<file path="src/rtl/ring_meas_pkg.sv">
// Shared state encoding and default sizing for the ring oscillator frequency meter.
package ring_meas_pkg;

  typedef enum logic [1:0] {
    IDLE  = 2'd0,
    GATE  = 2'd1,
    LATCH = 2'd2
  } meas_state_t;

  localparam int DEF_CNT_W       = 16;
  localparam int DEF_GATE_LOG2   = 10;
  localparam int DEF_SYNC_STAGES = 2;

endpackage

</file>
<file path="src/rtl/ring_freq_meter_if.sv">
// Control, readout and ring input signals of the frequency meter, bundled for the top-level port.
interface ring_freq_meter_if;

  logic       ring_in;
  logic       start;
  logic       cont;
  logic [1:0] byte_sel;
  logic [7:0] result_byte;
  logic       busy;
  logic       done;
  logic       overflow;

  modport master (
    output ring_in, start, cont, byte_sel,
    input  result_byte, busy, done, overflow
  );

  modport slave (
    input  ring_in, start, cont, byte_sel,
    output result_byte, busy, done, overflow
  );

endinterface

</file>
<file path="src/rtl/ring_freq_meter_edge_sync.sv">
// Brings the asynchronous ring output into the clk domain and emits a one-cycle pulse per rising edge.
module edge_sync
  import ring_meas_pkg::*;
#(
  parameter int SYNC_STAGES = DEF_SYNC_STAGES
) (
  input  logic clk,
  input  logic rst,
  input  logic i_async,
  output logic o_rise
);

  logic [SYNC_STAGES-1:0] r_sync;
  logic                   r_prev;
  logic                   r_rise;

  // r_prev free-runs so an edge landing on the first gate cycle is still seen.
  always_ff @(posedge clk or posedge rst) begin
    if (rst) begin
      r_sync <= '0;
      r_prev <= 1'b0;
      r_rise <= 1'b0;
    end else begin
      r_sync <= {r_sync[SYNC_STAGES-2:0], i_async};
      r_prev <= r_sync[SYNC_STAGES-1];
      r_rise <= r_sync[SYNC_STAGES-1] & ~r_prev;
    end
  end

  assign o_rise = r_rise;

endmodule

</file>
<file path="src/rtl/ring_freq_meter.sv">
// Gated edge counter for ring oscillator characterisation; the latched count is read back a byte at a time.
module ring_freq_meter
  import ring_meas_pkg::*;
#(
  parameter int CNT_W       = DEF_CNT_W,
  parameter int GATE_LOG2   = DEF_GATE_LOG2,
  parameter int SYNC_STAGES = DEF_SYNC_STAGES
) (
  input logic              clk,
  input logic              rst,
  ring_freq_meter_if.slave bus
);

  localparam int NBYTES = CNT_W / 8;

  meas_state_t          r_state;
  logic [GATE_LOG2-1:0] r_gateCnt;
  logic [CNT_W-1:0]     r_edgeCnt;
  logic [CNT_W-1:0]     r_result;
  logic                 r_ovf;
  logic                 r_overflow;
  logic                 r_busy;
  logic                 r_done;
  logic                 w_rise;
  logic                 w_gateLast;
  logic [7:0]           w_byte;

  edge_sync #(
    .SYNC_STAGES(SYNC_STAGES)
  ) u_edgeSync (
    .clk    (clk),
    .rst    (rst),
    .i_async(bus.ring_in),
    .o_rise (w_rise)
  );

  assign w_gateLast = &r_gateCnt;

  // done is raised on the GATE->LATCH edge so it is high exactly during the LATCH cycle.
  always_ff @(posedge clk or posedge rst) begin
    if (rst) begin
      r_state    <= IDLE;
      r_gateCnt  <= '0;
      r_edgeCnt  <= '0;
      r_result   <= '0;
      r_ovf      <= 1'b0;
      r_overflow <= 1'b0;
      r_busy     <= 1'b0;
      r_done     <= 1'b0;
    end else begin
      r_done <= 1'b0;
      case (r_state)
        IDLE: begin
          if (bus.start) begin
            r_state   <= GATE;
            r_busy    <= 1'b1;
            r_gateCnt <= '0;
            r_edgeCnt <= '0;
            r_ovf     <= 1'b0;
          end
        end
        GATE: begin
          r_gateCnt <= r_gateCnt + GATE_LOG2'(1);
          if (w_rise) begin
            if (&r_edgeCnt) begin
              r_ovf <= 1'b1;
            end else begin
              r_edgeCnt <= r_edgeCnt + CNT_W'(1);
            end
          end
          if (w_gateLast) begin
            r_state <= LATCH;
            r_busy  <= 1'b0;
            r_done  <= 1'b1;
          end
        end
        LATCH: begin
          r_result   <= r_edgeCnt;
          r_overflow <= r_ovf;
          if (bus.cont) begin
            r_state   <= GATE;
            r_busy    <= 1'b1;
            r_gateCnt <= '0;
            r_edgeCnt <= '0;
            r_ovf     <= 1'b0;
          end else begin
            r_state <= IDLE;
          end
        end
        default: begin
          r_state <= IDLE;
          r_busy  <= 1'b0;
        end
      endcase
    end
  end

  // Byte selects beyond the result width read as zero.
  always_comb begin
    w_byte = 8'h00;
    for (int k = 0; k < NBYTES; k++) begin
      if (int'(bus.byte_sel) == k) begin
        w_byte = r_result[8*k +: 8];
      end
    end
  end

  assign bus.result_byte = w_byte;
  assign bus.busy        = r_busy;
  assign bus.done        = r_done;
  assign bus.overflow    = r_overflow;

endmodule

</file>
<file path="src/flat_wrapper.sv">
// flat-port wrapper written by rule: the top's interface ports become plain ports
module ring_freq_meter_flat import ring_meas_pkg::*;
#(
  parameter int CNT_W       = DEF_CNT_W,
  parameter int GATE_LOG2   = DEF_GATE_LOG2,
  parameter int SYNC_STAGES = DEF_SYNC_STAGES
)
  (clk, rst, bus_ring_in, bus_start, bus_cont, bus_byte_sel, bus_result_byte, bus_busy, bus_done, bus_overflow);
  ring_freq_meter_if bus_i ();
  input logic clk;
  input logic rst;
  input wire logic [$bits(bus_i.ring_in)-1:0] bus_ring_in;
  input wire logic [$bits(bus_i.start)-1:0] bus_start;
  input wire logic [$bits(bus_i.cont)-1:0] bus_cont;
  input wire logic [$bits(bus_i.byte_sel)-1:0] bus_byte_sel;
  output wire logic [$bits(bus_i.result_byte)-1:0] bus_result_byte;
  output wire logic [$bits(bus_i.busy)-1:0] bus_busy;
  output wire logic [$bits(bus_i.done)-1:0] bus_done;
  output wire logic [$bits(bus_i.overflow)-1:0] bus_overflow;
  assign bus_i.ring_in = bus_ring_in;
  assign bus_i.start = bus_start;
  assign bus_i.cont = bus_cont;
  assign bus_i.byte_sel = bus_byte_sel;
  assign bus_result_byte = bus_i.result_byte;
  assign bus_busy = bus_i.busy;
  assign bus_done = bus_i.done;
  assign bus_overflow = bus_i.overflow;
  ring_freq_meter #(.CNT_W(CNT_W), .GATE_LOG2(GATE_LOG2), .SYNC_STAGES(SYNC_STAGES)) u_core (.clk(clk), .rst(rst), .bus(bus_i));
endmodule
</file>
<file path="config.mk">
export PLATFORM = sky130hd
export DESIGN_NAME = ring_freq_meter_flat
export DESIGN_NICKNAME = d
export VERILOG_FILES = /design/src/rtl/ring_meas_pkg.sv /design/src/rtl/ring_freq_meter_if.sv /design/src/rtl/ring_freq_meter_edge_sync.sv /design/src/rtl/ring_freq_meter.sv /design/src/flat_wrapper.sv
export SDC_FILE = /design/constraint.sdc
export NUM_CORES = 1
export LEC_CHECK = 0
export BUFFER_PORTS_ARGS = -buffer_cell sky130_fd_sc_hd__clkbuf_2
export CORE_MARGIN = 3
export CORE_UTILIZATION = 55
export CTS_BUF_LIST = sky130_fd_sc_hd__clkbuf_16
export DETAILED_ROUTE_END_ITERATION = 12
export PLACE_DENSITY = 0.85
export SKIP_CTS_REPAIR_TIMING = 1
export SLEW_MARGIN = 5
export SYNTH_ARGS = -nofsm -noshare
export SYNTH_HDL_FRONTEND = slang
export SYNTH_SLANG_ARGS = --single-unit
</file>
<file path="constraint.sdc">
create_clock -name clk -period 4.05 [get_ports clk]
set_input_delay 0.2025 -clock clk [delete_from_list [all_inputs] [get_ports clk]]
set_output_delay 0.2025 -clock clk [all_outputs]
set_load 0.005 [all_outputs]
</file>
==> flow_summary.ini <==
[sta]
drv_slew = 0
clock_skew_ns = 0.002734
fmax_mhz = 418.6
grt_setup_unrepaired = false
max_slew_margin = 0.2979
finalHoldViolCount = 0
tightest_slew_ns = 1.052
finalCritPeriodShare = 0.5898
tns_ns = 0
setup_viol = 0
finalWorstPathRequiredPeriod_ns = 2.389
holdWs_ns = 0.01966

[yosys]
avgSynthCellArea_um2 = 10.17
ys_seq_area_frac = 0.5203
synthesis.nets = 255
synthesis.instances = 246
synth-edff-count = 0
synth-async-reset-ratio = 1.000
yosysUniqueCellTypes = 38
synth_seq_cells = 52
yosysWarningCount = 0
syn_area_um2 = 2501
synth-main-ff-cell = dfrtp_1

[setup_path]
path_buf_inv = 0
required_ns = 4.26
r2r_end = u_core.r_edgeCnt[14]$_DFFE_PP0P_
crit_end = u_core.r_edgeCnt[14]$_DFFE_PP0P_
r2r_slack_ns = 1.66
critPathSlowestCell = or4_4
cp_top_family = simple AND/OR/NAND/NOR gates
crit_fanout = 16
cp-end-kind = register
start_kind = register
crit_chain = ha_1 -> nand4_1 -> or4_4 -> a31oi_4 -> o21ai_0 -> o21ai_0
path_depth = 6
critPathMostFrequentCell = o21ai_0
arrival_ns = 2.60
cpPeakStageDelay_ns = 0.64
startpoint = u_core.r_edgeCnt[0]$_DFFE_PP0P_
ff2ff_path_depth = 6
crit-reg2reg-launch = u_core.r_edgeCnt[0]$_DFFE_PP0P_
critPathKind = register to register

[floorplanning]
die_area_um2 = 5393
dieWidth_um = 73.44
io_pins = 18
start_util = 0.5953
die_h_um = 73.44
coreArea_um2 = 4202
placementRows = 23

[global_routing]
gr-total-overflow = 0
first_global_vias = 1802
grt_antenna_before_repair = 0
grt_max_degree = 53
grt_usage = 0.2074
grt_pass1_wl_mm = 8.652

[detailed_routing]
avgRoutedWirePerCell_um = 15.78
drcViolationCount = 0
routed_wl_mm = 4.909
avgViaCountPerCell = 6.084
drt_iter0_markers = 205
dr.pass1.iters = 4
via_count = 1892
antenna_left = 0

[placement]
gp_routability_congestion = 0.9011
dpl.hpwl_mm = 3.329
io_buffers = 17

[cts]
numCtsBuffers = 5
clk_latency_ns = 0.29
clk_pin_slew_ns = 0.06
cts_tree = yes
root_buffer = clkbuf_16
clock-sinks = 52
htreeDepth = 2
cts_buffer_depth = 2

[power_and_ir_drop]
p_total_uw = 1302
p_leak_uw = 0.001221
max-vdd-ir-drop_mv = 0.3213
power_density_nw_per_um2 = 478.3

[flow_run]
cap_violations = 0

[finish]
antennaDiodeCount = 0
fin_util = 0.6480
drive_above_1_share = 0.1609
nNetsFinal = 269
area_delta_synth_final_pct = 8.854

[outcome]
status = finished, final reports clean

[min_path]
min_from = bus_ring_in
min_path_type = input port to register
-- report_power, final --
group / switching [µW] / internal, µW / total (µW)
clock: 177 / 225 / 401
sequential: 120 / 596 / 715
combinational: 108 / 77.5 / 185
total: 405 / 898 / 1300
-- worst min path at each step --
stage                                            end  slack, ns  cells after the start
3_3_place_gp   u_core.u_edgeSync.r_sync[0]$_DFF_PP0_       0.31                      1
2_1_floorplan  u_core.u_edgeSync.r_sync[0]$_DFF_PP0_       0.23                      0
5_1_grt        u_core.u_edgeSync.r_sync[0]$_DFF_PP0_       0.02                      1
6_report       u_core.u_edgeSync.r_sync[0]$_DFF_PP0_       0.02                      1
4_1_cts        u_core.u_edgeSync.r_sync[0]$_DFF_PP0_       0.02                      1
3_5_place_dp   u_core.u_edgeSync.r_sync[0]$_DFF_PP0_       0.31                      1
-- per-stage QoR --
stage / std cells / instance area (µm²) / worst slack (ns)
2_1_floorplan: 246 / 2501 / 1.997
3_3_place_gp: 303 / 2582 / 1.832
3_5_place_dp: 303 / 2582 / 1.720
4_1_cts: 311 / 2723 / 1.709
5_1_grt: 311 / 2723 / 1.498
6_report: 311 / 2723 / 1.661
-- sequential cells by signal, indices dropped and copies added, names as in the netlist, 2 cells and up --
signal and count:
u_core.r_edgeCnt 16, u_core.u_edgeSync.r_sync 2, u_core.r_gateCnt 10, u_core.r_state 2, u_core.r_result 16
-- cell type report --
| class | count | area [µm²] |
|---|---|---|
| clock buffer | 5 | 125.1 |
| multi-input combinational | 178 | 1107 |
| fill | 324 | 1479 |
| clock inverter | 3 | 15.01 |
| sequential | 52 | 1301 |
| tap | 50 | 62.56 |
| inverter | 5 | 18.77 |
| timing repair buffer | 18 | 92.59 |
-- Yosys cell counts, drive strengths merged, types with 2 or more instances --
cell type / count / area, µm²
a21oi: 6 / 30.03
a31oi: 6 / 52.55
and3: 3 / 18.77
buf: 4 / 37.53
clkbuf: 7 / 36.28
dfrtp: 52 / 1301
ha: 2 / 25.02
inv: 5 / 18.77
mux2: 14 / 157.7
mux2i: 10 / 100.1
nand2: 20 / 75.07
nand2b: 3 / 18.77
nand3: 16 / 80.08
nand4: 10 / 62.56
nor2: 29 / 108.9
nor2b: 4 / 25.02
nor3: 3 / 15.01
nor4: 2 / 12.51
o21ai: 26 / 130.1
o22ai: 2 / 12.51
o31ai: 4 / 30.03
or4: 2 / 18.77
xnor2: 4 / 35.03
xor2: 2 / 17.52
-- placed cells by master (no fill, tap or decap), types with 3 or more instances in the layout --
cell | netlist | layout
dfrtp_1 | 52 | 52
nor2_1 | 29 | 29
o21ai_0 | 26 | 26
nand2_1 | 20 | 20
clkbuf_2 | 0 | 17
nand3_1 | 16 | 16
mux2_2 | 14 | 14
nand4_1 | 10 | 10
mux2i_1 | 10 | 10
a21oi_1 | 6 | 6
a31oi_1 | 5 | 5
inv_1 | 5 | 5
clkbuf_16 | 0 | 5
nor2b_1 | 4 | 4
o31ai_1 | 4 | 4
xnor2_1 | 4 | 4
nor3_1 | 3 | 3
nand2b_1 | 3 | 3
and3_1 | 3 | 3
-- routing by layer --
metal  vias up  global-route usage  part of all wire
met5         -                   0                 0
met4         0             0.05231            0.0039
met3         2             0.04104             0.054
met2        64              0.3237              0.48
met1       912              0.2983              0.46
li1        914                   -                 -
-- kinds of logic after synthesis --
logic type / Yosys count / synth area share
AOI/OAI and AO/OA: 50 / 0.1216
xor gates and xnor gates: 6 / 0.02101
adders and majority gates: 2 / 0.01000
buffers and inverters: 16 / 0.03701
DFF: 52 / 0.5203
muxes: 24 / 0.1031
and+or+nand+nor: 96 / 0.1871
-- worst reg2reg max path, cell delays in order (launching register included) --
cell and delay, ns:
dfrtp_1 0.45, ha_1 0.27, nand4_1 0.23, or4_4 0.64, a31oi_4 0.42, o21ai_0 0.19, o21ai_0 0.10
(Power assumes the default switching activity.)
